## config.mk

```make
export PLATFORM = sky130hd
export DESIGN_NAME = team_10_wb_regs
export DESIGN_NICKNAME = d
export VERILOG_FILES = /design/src/rtl/team_10_wb_regs.sv
export SDC_FILE = /design/constraint.sdc
export NUM_CORES = 1
export LEC_CHECK = 0
export ABC_AREA = 1
export BUFFER_PORTS_ARGS = -buffer_cell sky130_fd_sc_hd__buf_2
export CAP_MARGIN = 15
export CELL_PAD_IN_SITES_DETAIL_PLACEMENT = 2
export CELL_PAD_IN_SITES_GLOBAL_PLACEMENT = 2
export CORE_ASPECT_RATIO = 2
export CORE_MARGIN = 4
export CORE_UTILIZATION = 30
export CTS_BUF_LIST = sky130_fd_sc_hd__clkbuf_4 sky130_fd_sc_hd__clkbuf_8 sky130_fd_sc_hd__clkbuf_16
export CTS_CLUSTER_DIAMETER = 200
export DETAILED_ROUTE_END_ITERATION = 16
export MAX_ROUTING_LAYER = met4
export PLACE_DENSITY = 0.78
export SLEW_MARGIN = 10
export SYNTH_ARGS = -nofsm -noshare
export SYNTH_HDL_FRONTEND = slang
export SYNTH_SLANG_ARGS = --single-unit
```

## constraint.sdc

```tcl
create_clock -name wb_clk_i -period 1.65 [get_ports wb_clk_i]
set_input_delay 0.165 -clock wb_clk_i [delete_from_list [all_inputs] [get_ports wb_clk_i]]
set_output_delay 0.165 -clock wb_clk_i [all_outputs]
set_load 0.005 [all_outputs]
```

## src/rtl/team_10_wb_regs.sv

```systemverilog
// team_10_wb_regs: Wishbone classic register block for 34 GPIO lines with rising-edge interrupts
module team_10_wb_regs #(
  parameter logic [31:0] BASE_ADDR = 32'h3000_0000
) (
  input  logic        wb_clk_i,
  input  logic        wb_rst_i,
  input  logic        wbs_cyc_i,
  input  logic        wbs_stb_i,
  input  logic        wbs_we_i,
  input  logic [3:0]  wbs_sel_i,
  input  logic [31:0] wbs_adr_i,
  input  logic [31:0] wbs_dat_i,
  output logic        wbs_ack_o,
  output logic [31:0] wbs_dat_o,
  input  logic [33:0] gpio_in,
  output logic [33:0] gpio_out,
  output logic [33:0] gpio_oeb,
  output logic        irq_o
);
  typedef enum logic {IDLE, ACK} state_t;
  state_t      state_q, state_d;
  logic        ack_q, ack_d;
  logic [31:0] dat_q, dat_d;
  logic [33:0] out_q, out_d, oeb_q, oeb_d;
  logic [33:0] s1_q, s1_d, s2_q, s2_d, p_q, p_d;
  logic [31:0] en_q, en_d, stat_q, stat_d;
  logic [31:0] m, rd, clr;
  logic [2:0]  idx;
  logic        hit, acc, wr;
  logic        unused_adr;
  assign unused_adr = ^wbs_adr_i[1:0];
  always_comb begin
    hit = wbs_cyc_i & wbs_stb_i & (wbs_adr_i[31:5] == BASE_ADDR[31:5]);
    acc = (state_q == IDLE) & hit;
    wr  = acc & wbs_we_i;
    idx = wbs_adr_i[4:2];
    m   = {{8{wbs_sel_i[3]}}, {8{wbs_sel_i[2]}}, {8{wbs_sel_i[1]}}, {8{wbs_sel_i[0]}}};
    case (idx)
      3'd0:    rd = out_q[31:0];
      3'd1:    rd = {30'd0, out_q[33:32]};
      3'd2:    rd = oeb_q[31:0];
      3'd3:    rd = {30'd0, oeb_q[33:32]};
      3'd4:    rd = s2_q[31:0];
      3'd5:    rd = {30'd0, s2_q[33:32]};
      3'd6:    rd = en_q;
      default: rd = stat_q;
    endcase
    out_d = out_q;
    oeb_d = oeb_q;
    en_d  = en_q;
    if (wr)
      case (idx)
        3'd0:    out_d[31:0]  = (out_q[31:0] & ~m) | (wbs_dat_i & m);
        3'd1:    out_d[33:32] = m[0] ? wbs_dat_i[1:0] : out_q[33:32];
        3'd2:    oeb_d[31:0]  = (oeb_q[31:0] & ~m) | (wbs_dat_i & m);
        3'd3:    oeb_d[33:32] = m[0] ? wbs_dat_i[1:0] : oeb_q[33:32];
        3'd6:    en_d         = (en_q & ~m) | (wbs_dat_i & m);
        default: ;
      endcase
    // a new edge is ORed in after the clear so set beats W1C on the same bit
    clr     = (wr && idx == 3'd7) ? (wbs_dat_i & m) : 32'd0;
    stat_d  = (stat_q & ~clr) | (s2_q[31:0] & ~p_q[31:0] & en_q);
    s1_d    = gpio_in;
    s2_d    = s1_q;
    p_d     = s2_q;
    state_d = acc ? ACK : IDLE;
    ack_d   = acc;
    dat_d   = (acc && !wbs_we_i) ? rd : 32'd0;
  end
  always_ff @(posedge wb_clk_i) begin
    if (wb_rst_i) begin
      state_q <= IDLE;
      ack_q   <= 1'b0;
      dat_q   <= 32'd0;
      out_q   <= 34'd0;
      oeb_q   <= {34{1'b1}};
      en_q    <= 32'd0;
      stat_q  <= 32'd0;
      s1_q    <= 34'd0;
      s2_q    <= 34'd0;
      p_q     <= 34'd0;
    end else begin
      state_q <= state_d;
      ack_q   <= ack_d;
      dat_q   <= dat_d;
      out_q   <= out_d;
      oeb_q   <= oeb_d;
      en_q    <= en_d;
      stat_q  <= stat_d;
      s1_q    <= s1_d;
      s2_q    <= s2_d;
      p_q     <= p_d;
    end
  end
  assign wbs_ack_o = ack_q;
  assign wbs_dat_o = dat_q;
  assign gpio_out  = out_q;
  assign gpio_oeb  = oeb_q;
  assign irq_o     = |stat_q;
endmodule

```

==> results of run 1 <==
## report_power, final
part	total [µW]	leakage (µW)	switching (µW)	internal, µW
registers	6530	0.00216	35.9	6490
logic	1070	0.00476	686	385
clock network	6170	0.000447	2660	3520
total	13800	0.00736	3380	10400
## metrics by stage
stage          cells  TNS [ns]  worst slack, ns  power [µW]
2_1_floorplan   1581         0           0.1592        7109
3_3_place_gp    2232    -2.076          -0.2290        7546
3_5_place_dp    2232    -11.58          -0.2198        7581
4_1_cts         2340    -12.73          -0.4070       13840
5_1_grt         2353    -32.18          -0.4983       14280
6_report        2353    -19.58          -0.4558       13770
## worst min-delay path by stage
stage	depth (start not counted)	endpoint	slack, ns	from
after floorplan	1	state_q$_SDFF_PP0_	0.26	wb_rst_i
after global placement	3	s1_q[12]$_SDFF_PP0_	0.37	gpio_in[12]
after detailed placement	3	s1_q[27]$_SDFF_PP0_	0.38	gpio_in[27]
after CTS	5	register	0.001	wbs_dat_i[28]
after global routing	5	register	0.01	wbs_dat_i[28]
final	5	register	0.01	wbs_dat_i[30]
## layer usage
metal,share of wire,global-route usage
met1,0.36,0.2352
met5,0,-
met2,0.55,0.4509
met4,0.058,0.09715
met3,0.033,0.02022
## critical path, cell delays in order (launching register included)
cell     delay [ns]
dfxtp_1        0.36
nor4_1         0.47
nand4_1        0.16
or2_4          0.28
buf_6          0.12
## kinds of logic (layout without fill, tap and decap cells)
family          count (synthesis)  after routing  synth area share
simple gates                  833            833            0.3235
buf+inv                       357            674            0.1264
flops                         265            265            0.4823
compound gates                126            126           0.06780
other cells                     0              1                 0
## what timing repair did
action                                 in CTS  in global routing
hold buffers                               55                  0
setup endpoints to repair                  93                129
pin swaps                                  52                 53
gates resized for setup                   115                170
gates cloned                                1                  6
endpoints found under the hold margin      71                  0
buffers inserted                            5                 11
## cell usage in the layout, fill, tap and decap left out, types with 25 or more instances in the layout
| cell type | netlist | routed |
|---|---|---|
| inv_1 | 268 | 266 |
| dfxtp_1 | 265 | 260 |
| nor2_1 | 289 | 255 |
| nand2_1 | 378 | 247 |
| buf_2 | 22 | 204 |
| nand2_2 | 2 | 103 |
| nand4_1 | 65 | 65 |
| nand3_1 | 59 | 56 |
| dlygate4sd3_1 | 0 | 55 |
| buf_4 | 2 | 37 |
| clkbuf_16 | 0 | 33 |
| o22ai_1 | 32 | 32 |
| a211oi_1 | 30 | 30 |
| nand2_4 | 0 | 30 |
| nor2_2 | 0 | 25 |
## cell type report
type / instances / area, µm² / area share
diodes: 1 / 2.502 / 0.0001598
well taps: 454 / 568.0 / 0.03627
clock inverters: 9 / 70.07 / 0.004474
multi-input cells: 959 / 5104 / 0.3259
clock buffers: 38 / 802.0 / 0.05121
inverters: 274 / 1028 / 0.06567
repair buffers: 353 / 2775 / 0.1772
flip-flops and latches: 265 / 5311 / 0.3391
==> metrics.txt, run 1 <==
Final min period=about 2.1 ns; Post-synth top flop=dfxtp_1; Post-DP Area=about 0.013 mm²; Fillers=4200; Port Buffers=about 200; failing checks=setup timing; HP Class=in2reg; Post-Synthesis Cell Area=about 0.011 mm²; CP endpoint kind=primary output; async set-reset flop share out of synthesis=0; Cell Pwr Density=roughly 900 mW/mm²; residual DRC count=0; Synthesis Warnings=0; syn nets=approximately 1700; drt pass-1 iters=4; Final Hold Violating Endpoints=0; Worst IR Drop VDD=approximately 0.00079 V; Die Y=approximately 280 µm; Die ar.=between 0.03 and 0.04 mm²; final worst-path cycle share=1.276; final hold slack=0.01486 ns; routed wire length=between 50 and 60 mm; CTS tree=yes; crit path to=irq_o; Slew Limit Fails=0; final core occ=0.4300; top-level I/O count=209; Synth area leader=dfxtp_1; clk slew on worst S/H paths=around 0.07 ns; RSZ-0062 raised after global routing=true; flops & latches, synth=around 270; Yosys top cell area share=0.4823; Die X=approximately 140 µm; Final GP Congestion=about 0.81; Routed Antenna Nets=0; Layout area overhead=42.38%; fin worst setup slack=-0.4558 ns; TritonCTS Sinks=265; Seq/Total Area, Yosys=0.4823; critical path launch point=stat_q[10]$_SDFF_PP0_; std cell rows=99; antenna violations before repair=1; Avg Inst Size Synth=6.957 µm²; vias=approximately 12000; H-tree level count=1; Critical Path RT=between 1 and 1.5 ns; status=finished, violations left; startpoint types=register; largest net degree at the start of global routing=a little under 80; Slew HR=0.5989; Setup Skew=0.01804 ns; GR Util All Layers=0.2341; gr ovfl total=0; Critical Path AT=~1.9 ns; Initial Util=0.3020; max_cap viols=0; top cells by area, synth=dfxtp_1, nand2_1, nor2_1; most frequent cell after synthesis=nand2_1; drt wl/cell=21.64 µm; EDFF count, synth=0; Final Net Count=1986; Initial DRC Count=365; Bufs on Longest Clock Path=3; post-synth cell types=29; r2r setup slk=-0.28 ns; Clk Latency, worst-skew pair=approximately 0.55 ns; Worst R2R Start=state_q$_SDFF_PP0_; CTS root buffer=clkbuf_16; first-pass GRT wire length=between 70 and 80 mm; vias in the first global route=approximately 13000; share of cells above drive strength 1=0.2945; core area=0.03642 mm²; Max FO, Critical Path=3; Non-Filler Cell Area, Final=between 0.015 and 0.02 mm²; Detail Placement HPWL=31.77 mm; Synth top cells by count=nand2_1, nor2_1, inv_1; reg2reg path depth=11; leakage power=around 0.0074 µW; cts bufs inserted=26; Mapped Cells=1581; Slew @ Worst Pin=roughly 0.6 ns; vias per cell=just under 5; Final setup viols=129; Max Clk Rate=approximately 0.47 GHz; path type of the worst setup path=reg2out
(Power assumes the default switching activity.)
==> run 2, diff against run 1 <==
--- a/config.mk
+++ b/config.mk
@@ -18,6 +18,7 @@
 export DETAILED_ROUTE_END_ITERATION = 16
 export MAX_ROUTING_LAYER = met4
 export PLACE_DENSITY = 0.78
+export RECOVER_POWER = 50
 export SLEW_MARGIN = 10
 export SYNTH_ARGS = -nofsm -noshare
 export SYNTH_HDL_FRONTEND = slang
==> run 2 against run 1 <==
The run still ends with setup timing left. Critical path type unchanged. Final cell count about the same. Via count increased by 0.11%. Routed wire length about the same. First-iteration DRC count decreased by 3.6%. Non-clock buffer count unchanged.
==> metrics.txt, run 2 (synthesized netlist as in run 1, its figures left out) <==
fin cells=2354 (+0.042%); first-pass GRT wire length=71.38 mm (unchanged); Power Total=13770 µW (about the same); Clk Latency, worst-skew pair=0.55 ns (about the same); crit-path cells=nor4_1 > nand4_1 > or2_4 > buf_6; fin worst setup slack=-0.4626 ns (-0.006714 ns); Max Clk Rate=0.4734 GHz (-0.32%); std cell rows=99 (unchanged); Slew HR=0.3634 (-0.2355); clk slew on worst S/H paths=0.07 ns (about the same); CP endpoint kind=primary output; final core occ=0.4288 (-0.001271); Die Y=278.8 µm (unchanged); failing checks=setup timing; drt pass-1 iters=5 (+1); largest net degree at the start of global routing=77 (unchanged); CTS tree=yes; Critical Path RT=1.48 ns (about the same); final worst-path cycle share=1.280 (+0.004069); placed insts=2232 (unchanged); Final min period=2.113 ns (+0.006714 ns); Setup Skew=0.01462 ns (-0.003419 ns); vias per cell=4.959 (about the same); Final GP Congestion=0.8064 (unchanged); max_cap viols=0 (unchanged); Layout area overhead=41.96%; routed wire length=50.89 mm (about the same); drt wl/cell=21.62 µm (-0.11%); Max FO, Critical Path=3 (unchanged); Worst IR Drop VDD=0.0007858 V (about the same); Die X=143.4 µm (unchanged); Slew Limit Fails=0 (unchanged); Port Buffers=206 (unchanged); Detail Placement HPWL=31.77 mm (unchanged); gr ovfl total=0 (unchanged); Routed Antenna Nets=0 (unchanged); HP Class=in2reg; TritonCTS Sinks=265 (unchanged); Slew @ Worst Pin=0.9548 ns (+0.3533 ns); residual DRC count=0 (unchanged); Final setup viols=130 (+0.78%); path type of the worst setup path=reg2out; leakage power=0.007294 µW (-0.88%); cts bufs inserted=26 (unchanged); Cell Pwr Density=882.0 mW/mm² (+0.29%); vias=11670 (+0.11%); Bufs on Longest Clock Path=3 (unchanged); GR Util All Layers=0.2341 (unchanged); startpoint types=register; Final Hold Violating Endpoints=0 (unchanged); core area=0.03642 mm² (unchanged); CTS root buffer=clkbuf_16; antenna violations before repair=1 (unchanged); Critical Path AT=1.95 ns (about the same); Initial Util=0.3020 (unchanged); Post-Place Worst Slack=-0.2198 ns (unchanged); H-tree level count=1 (unchanged); Critical-path top delay cell=nor4_1; top-level I/O count=209 (unchanged); vias in the first global route=12960 (unchanged); Initial DRC Count=352 (-3.6%); status=finished, violations left; final hold slack=0.01485 ns (-0.00001020 ns); Final Net Count=1986 (unchanged); Die ar.=0.03998 mm² (unchanged); share of cells above drive strength 1=0.2882 (-0.006322); RSZ-0062 raised after global routing=true; leading cell type in the layout, fill and taps excluded=inv_1; most frequent cells in the layout=inv_1, dfxtp_1, nor2_1; CP peak stage delay=0.47 ns (about the same)
-- run 2: changes by cell type in the layout (fill, tap and decap cells not counted), sizes merged --
cell    previous run  this run
diode              1         2
buf              292       277
clkbuf            44        59
-- run 2: metrics by stage --
stage	cell area, µm²	TNS [ns]
2_1_floorplan	11000	0
3_3_place_gp	13050	-2.076
3_5_place_dp	13050	-11.58
4_1_cts	14890	-12.73
5_1_grt	15610	-33.55
6_report	15620	-21.17
-- run 2: timing repair --
item	in CTS	in global routing
pin swaps	52	53
resized for setup	115	170
endpoints found under the setup margin	93	129
gates cloned	1	6
setup buffers	5	11
hold buffers	55	0
hold endpoints to repair	71	0
-- run 2: final timing paths --
path                         start                  to  slack (ns)  cells after the start
max          stat_q[10]$_SDFF_PP0_               irq_o       -0.46                      4
min                  wbs_dat_i[30]            register        0.01                      5
max reg2reg     state_q$_SDFF_PP0_            register       -0.29                     11
min reg2reg    s1_q[28]$_SDFF_PP0_  p_d[28]$_SDFF_PP0_        0.40                      2
-- run 2: worst max-delay path, delay by kind of cell (launching register included) --
kind | cells | cell delay, ns
DFF | 1 | 0.36
and+or+nand+nor | 3 | 0.92
buffers and inverters | 1 | 0.12
-- run 2: where the power goes --
group	internal, µW	switching, µW	total [µW]
logic	376	684	1060
registers	6490	36.0	6530
clock network	3520	2670	6180
total	10400	3390	13800
-- run 2: final cells by class --
| cell class | count | area, µm² |
|---|---|---|
| clock buffer | 38 | 802.0 |
| tap | 454 | 568.0 |
| fill | 4209 | 20800 |
| sequential | 265 | 5311 |
| multi-input combinational | 959 | 5104 |
| timing repair buffer | 353 | 2726 |
| clock inverter | 9 | 70.07 |
| antenna | 2 | 5.005 |
| inverter | 274 | 1028 |
-- run 2: layer usage --
metal	vias up	GRT usage	part of all wire	wire length, µm
met2	322	0.4509	0.55	28070
met5	-	-	0	0
li1	5466	-	-	-
met1	5759	0.2352	0.36	18220
met4	0	0.09715	0.058	2930
met3	127	0.02022	0.033	1671
